**src/rtl/nonogram_line_engine.sv**
```systemverilog
// Nonogram line engine. It filters each line's candidate options against the board,
// requeues the options that survive, and commits the cells on which all survivors agree.
module nonogram_line_engine #(
  parameter int SIZE  = 11,
  parameter int CNT_W = 7
) (
  input  logic                 clk,
  input  logic                 rst_n,
  input  logic                 start,
  input  logic [3:0]           num_rows,
  input  logic [3:0]           num_cols,
  input  logic                 in_valid,
  output logic                 in_ready,
  input  logic                 in_hdr,
  input  logic [SIZE-1:0]      in_data,
  input  logic [CNT_W-1:0]     in_cnt,
  output logic                 out_valid,
  input  logic                 out_ready,
  output logic [SIZE-1:0]      out_data,
  output logic                 out_hdr,
  output logic [CNT_W-1:0]     new_cnt,
  output logic                 cnt_valid,
  output logic [SIZE*SIZE-1:0] known,
  output logic [SIZE*SIZE-1:0] assigned,
  output logic                 solved,
  output logic                 err_contra,
  output logic                 err_line
);

  localparam int CELLS = SIZE * SIZE;

  typedef enum logic [1:0] {IDLE, HDR, ACC, COMMIT} state_t;

  state_t           state;
  logic [3:0]       rows_q, cols_q, line_idx;
  logic             line_is_col;
  logic [SIZE-1:0]  and_acc, or_acc;
  logic [CNT_W-1:0] surv, remaining;

  function automatic logic [SIZE-1:0] reverse_bits(input logic [SIZE-1:0] v);
    for (int k = 0; k < SIZE; k++) reverse_bits[k] = v[SIZE-1-k];
  endfunction

  function automatic logic [CELLS-1:0] spread_col(input logic [SIZE-1:0] v);
    spread_col = '0;
    for (int k = 0; k < SIZE; k++) spread_col[k*SIZE] = v[k];
  endfunction

  function automatic logic [SIZE-1:0] gather_col(input logic [CELLS-1:0] v);
    for (int k = 0; k < SIZE; k++) gather_col[k] = v[k*SIZE];
  endfunction

  // All line vectors are in cell order: bit k is cell k of the current line.
  logic [3:0]       line_len;
  logic [SIZE-1:0]  len_mask, opt_cell, line_known, line_assigned, agree;
  logic [CELLS-1:0] known_sh, assigned_sh, commit_mask, commit_val, region;
  logic [SIZE-1:0]  rows_ext, cols_ext;
  logic [3:0]       col_off, hdr_idx;
  logic             hdr_is_col, hdr_bad, consistent, fire;

  // NOTE: every variable gets a default at the top of always_comb so no path infers a latch.
  always_comb begin
    line_len      = line_is_col ? rows_q : cols_q;
    len_mask      = ~({SIZE{1'b1}} << line_len);
    opt_cell      = reverse_bits(in_data) >> (SIZE - int'(line_len));
    known_sh      = line_is_col ? (known >> line_idx) : (known >> (int'(line_idx) * SIZE));
    assigned_sh   = line_is_col ? (assigned >> line_idx) : (assigned >> (int'(line_idx) * SIZE));
    line_known    = line_is_col ? gather_col(known_sh) : known_sh[SIZE-1:0];
    line_assigned = line_is_col ? gather_col(assigned_sh) : assigned_sh[SIZE-1:0];
    consistent    = ((opt_cell ^ line_assigned) & line_known & len_mask) == '0;
    agree         = ~(and_acc ^ or_acc) & len_mask;
    commit_mask   = line_is_col ? (spread_col(agree) << line_idx)
                                : (CELLS'(agree) << (int'(line_idx) * SIZE));
    commit_val    = line_is_col ? (spread_col(agree & and_acc) << line_idx)
                                : (CELLS'(agree & and_acc) << (int'(line_idx) * SIZE));
  end

  // Header decode: ids below num_rows are rows, the next num_cols ids are columns.
  always_comb begin
    rows_ext   = SIZE'(rows_q);
    cols_ext   = SIZE'(cols_q);
    hdr_is_col = in_data >= rows_ext;
    hdr_bad    = in_data >= (rows_ext + cols_ext);
    col_off    = in_data[3:0] - rows_q;
    hdr_idx    = hdr_is_col ? col_off : in_data[3:0];
  end

  always_comb begin
    region = '0;
    for (int r = 0; r < SIZE; r++)
      for (int c = 0; c < SIZE; c++)
        if (r < int'(rows_q) && c < int'(cols_q)) region[r*SIZE+c] = 1'b1;
  end

  assign solved   = (rows_q != '0) && (cols_q != '0) && ((known & region) == region);
  assign in_ready = ((state == HDR) || (state == ACC)) && (!out_valid || out_ready);
  assign fire     = in_valid && in_ready;

  // NOTE: sequential state uses non-blocking assignments so every register samples pre-edge values.
  always_ff @(posedge clk or negedge rst_n) begin
    if (!rst_n) begin
      state       <= IDLE;
      rows_q      <= '0;
      cols_q      <= '0;
      line_idx    <= '0;
      line_is_col <= 1'b0;
      and_acc     <= '0;
      or_acc      <= '0;
      surv        <= '0;
      remaining   <= '0;
      known       <= '0;
      assigned    <= '0;
      out_valid   <= 1'b0;
      out_data    <= '0;
      out_hdr     <= 1'b0;
      new_cnt     <= '0;
      cnt_valid   <= 1'b0;
      err_contra  <= 1'b0;
      err_line    <= 1'b0;
    end else begin
      cnt_valid  <= 1'b0;
      err_contra <= 1'b0;
      err_line   <= 1'b0;
      if (out_valid && out_ready) out_valid <= 1'b0;

      if (start) begin
        state     <= HDR;
        rows_q    <= num_rows;
        cols_q    <= num_cols;
        known     <= '0;
        assigned  <= '0;
        out_valid <= 1'b0;
      end else begin
        case (state)
          IDLE: ;
          HDR: if (fire) begin
            if (!in_hdr || hdr_bad) begin
              err_line <= 1'b1;
            end else begin
              and_acc     <= '1;
              or_acc      <= '0;
              surv        <= '0;
              line_is_col <= hdr_is_col;
              line_idx    <= hdr_idx;
              if (in_cnt != '0) begin
                remaining <= in_cnt;
                out_valid <= 1'b1;
                out_hdr   <= 1'b1;
                out_data  <= in_data;
                state     <= ACC;
              end else begin
                state <= COMMIT;
              end
            end
          end
          ACC: if (fire) begin
            if (in_hdr) begin
              err_line <= 1'b1;
            end else begin
              if (consistent) begin
                and_acc   <= and_acc & opt_cell;
                or_acc    <= or_acc | opt_cell;
                surv      <= surv + CNT_W'(1);
                out_valid <= 1'b1;
                out_hdr   <= 1'b0;
                out_data  <= in_data;
              end
              remaining <= remaining - CNT_W'(1);
              if (remaining == CNT_W'(1)) state <= COMMIT;
            end
          end
          COMMIT: begin
            if (surv != '0) begin
              known    <= known | commit_mask;
              assigned <= (assigned & ~commit_mask) | commit_val;
            end else begin
              err_contra <= 1'b1;
            end
            new_cnt   <= surv;
            cnt_valid <= 1'b1;
            state     <= HDR;
          end
          default: state <= IDLE;
        endcase
      end
    end
  end

endmodule
```
**config.mk**
```make
export PLATFORM = sky130hd
export DESIGN_NAME = nonogram_line_engine
export DESIGN_NICKNAME = d
export VERILOG_FILES = /design/src/rtl/nonogram_line_engine.sv
export SDC_FILE = /design/constraint.sdc
export NUM_CORES = 2
export LEC_CHECK = 0
export CAP_MARGIN = 40
export CELL_PAD_IN_SITES_DETAIL_PLACEMENT = 0
export CELL_PAD_IN_SITES_GLOBAL_PLACEMENT = 1
export CORE_MARGIN = 8
export CORE_UTILIZATION = 37
export CTS_BUF_LIST = sky130_fd_sc_hd__clkbuf_4 sky130_fd_sc_hd__clkbuf_8
export DETAILED_ROUTE_END_ITERATION = 10
export HOLD_SLACK_MARGIN = 0.05
export PLACE_DENSITY = 0.8
export SYNTH_ARGS = -nofsm -noshare
export SYNTH_HDL_FRONTEND = slang
export SYNTH_SLANG_ARGS = --single-unit
```
**constraint.sdc**
```tcl
create_clock -name clk -period 4.97 [get_ports clk]
set_clock_uncertainty 0.2 [all_clocks]
set_input_delay 1.491 -clock clk [delete_from_list [all_inputs] [get_ports clk]]
set_output_delay 1.491 -clock clk [all_outputs]
set_load 0.01 [all_outputs]
```
==> metrics.txt <==
worst-path cell chain=ha_4 > ha_4 > fa_2 > or2_4 > a2bb2oi_4 > buf_12 > buf_6 > buf_4 > o221ai_2 > a31oi_1 > nor3_2 > nor3_2 > nor3_4 > buf_6 > xor2_1 > a2111oi_4 > a31oi_4 > buf_12 > or4_1 > a21oi_1; switch share=46.3%; Slowest-stage cell, CP=fa_2; IO Pins=around 300; unique cell type count in the Yosys netlist=93; vias in the first global route=39200; Reg power frac=between 20% and 30%; Worst EP required=5.52 ns; PortBufs=a little under 300; WHS Endpoint=new_cnt[0]; CTS root buffer=clkbuf_8; hold path depth=2; clk slew on worst S/H paths=about 0.09 ns; post-synth top area share=between 20% and 30%; Chip Width=just over 300 microns; P per Cell Area=roughly 280 nW/um^2; Fmax=around 190 MHz; Layout Nets=between 4000 and 5000; largest net degree at the start of global routing=~150; Setup WS pre-CTS=-1.09 ns; number of synthesized register bits=approximately 320; Final ANT Viol Nets=0; failing checks=design-rule violations, negative setup slack; final hold violation count=0; die area=93800 sq um; Post-synth EDFFs=0; Detailed Place HPWL=~190000 microns; CTS tree=done; Num Clock Sinks=approximately 320; P_sw=5.77 mW; Initial DRC Count=just under 7000; Max FO, Critical Path=9; Remaining Overflow, GRT=0; row count=between 100 and 150; setup slack, reg-to-reg=-0.35 ns; Worst Path Arrival=between 5 and 6 ns; Fin Setup TNS=-11.60 ns; Mapped Area=between 30000 and 40000 sq um; first-pass GRT wire length=between 300000 and 400000 microns; Cell Int Power=about 6.7 mW; ys async rst share=100%; Worst Max-Slew Pin Slew=roughly 1.3 ns; final setup fails=42; run status=finished with violations; reg2reg path depth=20; Worst slew margin=~15%; total track usage=about half; setup ws final=-0.353 ns; Hold Crit Start=new_cnt[0]; Seq/Total Area, Yosys=25.4%; Worst setup SP type=register; FF-to-FF End=surv[4]; main area contributors after synthesis=dfrtp_1, mux2i_1, nand2_1; DR pass1 iterations=11; antenna violations before repair=10; DRC viols=1; Most used DFF post-synth=dfrtp_1; layout cells sized above 1=between 30% and 40%; cell accounting for the most synthesized area=dfrtp_1; Final Max Slew Viols=0; TritonCTS Buffers=around 60; Initial Utilization=37.3%; wirelength, routed=about 240000 microns; power share of the clock group=between 20% and 30%; vias per cell=around 7.0; # Max-Cap Violations=0; Core Box Area=about 84000 sq um; RSZ-0062 raised after global routing=true; Chip Height=306 microns; leak pwr=between 15 and 20 nW; mean post-synth cell area=between 8 and 9 sq um; crit path time final=around 5.3 ns; Skew-Pair Late Insertion Delay=0.83 ns; yosys warns=0; Syn Nets=3867; final period utilization=107%; largest stage delay on the critical path=0.54 ns; VDD IR max=between 0.0002 and 0.0003 V; CP endpoint kind=register; final hold slack=about 0.28 ns; Clock Path Buffers=3; worst min path class=register to register; combinational share of power=about half; Layout Area Growth over Synthesis=43.0%; GP Congestion=about 1.1; DR vias=41600; reg2reg start=line_idx[0]; final total power=12.5 mW; cell count after synthesis=3798; DR WL/cell=roughly 41 microns; worst setup path category=register to register; H-tree depth=2
final cells by class:
type                            instances  area [sq um]
Clock inverter                         20           198
Multi-Input combinational cell       3032         22100
Antenna cell                           10          25.0
Fill cell                            7999         39000
Inverter                               98           377
Timing Repair Buffer                 1322         11400
Sequential cell                       316          7930
Tap cell                             1080          1350
Clock buffer                           92          1200
state kept, by name, summed over array words and instances (netlist names), 4 cells and up:
register and cells:
and_acc 11, out_data 11, cols_q 4, rows_q 4, assigned 121, new_cnt 7, line_idx 4, known 121
surv 7, or_acc 11, remaining 7
metrics by stage:
stage,utilization [%],cells,cell area [sq um]
global placement,49.9,5798,41700
global route,53.3,5961,44500
floorplan,-,3798,31200
CTS,52.7,5939,44000
finish,53.3,5970,44600
detailed placement,49.9,5803,41700
worst max-delay path, delay by kind of cell, from the launching register on:
family / cells / cell delay (ns)
AOI/OAI and AO/OA: 6 / 1.15
xor gates and xnor gates: 1 / 0.11
adders and majority gates: 3 / 1.04
buffers and inverters: 5 / 0.81
DFF: 1 / 0.52
and+or+nand+nor: 5 / 1.47
Yosys cell counts (14+ instances only):
cell type / instances
a211oi_1: 38
a21o_1: 38
a21oi_1: 254
a221oi_1: 19
a22o_1: 49
a22oi_1: 96
a31oi_1: 49
and2_1: 20
and3_1: 24
buf_1: 24
buf_2: 75
buf_4: 33
buf_6: 18
clkbuf_1: 201
dfrtp_1: 316
ha_1: 34
inv_1: 96
mux2_2: 106
mux2i_1: 470
mux4_2: 51
nand2_1: 431
nand2b_1: 18
nand3_1: 81
nor2_1: 322
nor2b_1: 17
nor3_1: 49
nor4_1: 25
o211ai_1: 39
o21a_1: 14
o21ai_0: 202
o221ai_1: 30
o22ai_1: 191
o2bb2ai_1: 90
o31ai_1: 14
o32ai_1: 16
or3_1: 16
xnor2_1: 15
how the worst max path moves through the flow:
stage / start / endpoint / slack [ns] / depth (start not counted)
after global routing: line_idx[0] / or_acc[10] / -0.39 / 21
after detailed placement: line_idx[0] / surv[4] / -1.09 / 18
final: line_idx[0] / surv[4] / -0.35 / 20
after global placement: line_idx[0] / surv[4] / -1.07 / 19
after floorplan: line_idx[1] / out_data[10] / 0.05 / 17
after CTS: line_idx[0] / or_acc[8] / -0.25 / 21
kinds of logic (layout without fill, tap and decap cells):
logic type | Yosys count | in the layout | synth area share (%)
DFF | 316 | 316 | 25.4
and+or+nand+nor | 1056 | 1056 | 14.8
muxes | 641 | 641 | 23.3
AOI/OAI and AO/OA | 1273 | 1273 | 27.6
buffers and inverters | 450 | 1532 | 6.59
xor gates and xnor gates | 24 | 24 | 0.675
adders and majority gates | 38 | 38 | 1.59
other | 0 | 10 | 0
placed cells by master (no fill, tap or decap), types with 19 or more instances in the layout:
master           synthesis  final
nand2_1                431    426
dfrtp_1                316    308
a22o_1                  49     49
a31oi_1                 49     45
o211ai_1                39     39
buf_6                   18     27
o2bb2ai_1               90     89
o22ai_1                191    186
buf_4                   33    947
a211oi_1                38     28
nor2_1                 322    309
a21o_1                  38     38
clkbuf_8                 0     82
ha_1                    34     30
mux4_2                  51     51
mux2i_1                470    465
a21oi_1                254    248
clkdlybuf4s50_1          0    295
nor3_1                  49     40
nor4_1                  25     19
o221ai_1                30     23
nand3_1                 81     77
and2_1                  20     20
mux2_2                 106    103
a22oi_1                 96     94
o21ai_0                202    191
and3_1                  24     23
buf_12                   0     37
inv_1                   96     93
layer usage:
layer  up-vias  global-route usage (%)  part of all wire [%]
met5         -                    1.29                 0.076
met4         6                    33.6                   9.0
met3      1022                    23.1                    15
met2      3810                    67.4                    39
met1     20300                    61.4                    37
li1      16500                       -                     -
power groups by stage:
stage	Clock [mW]	Combinational (mW)	Sequential, mW
after floorplan	0	2.68	3.06
after global placement	0	5.46	3.20
after detailed placement	0	5.44	3.20
after CTS	3.07	5.67	3.17
after global routing	3.20	6.23	3.21
final	3.12	6.14	3.21
timing repair:
item	4_1_cts	5_1_grt
setup endpoints to repair	43	43
setup buffers	23	12
hold buffers	0	0
cloned	3	1
pin swaps	51	27
gates resized for setup	137	85
Note: power is estimated with default switching activity, not from simulation.
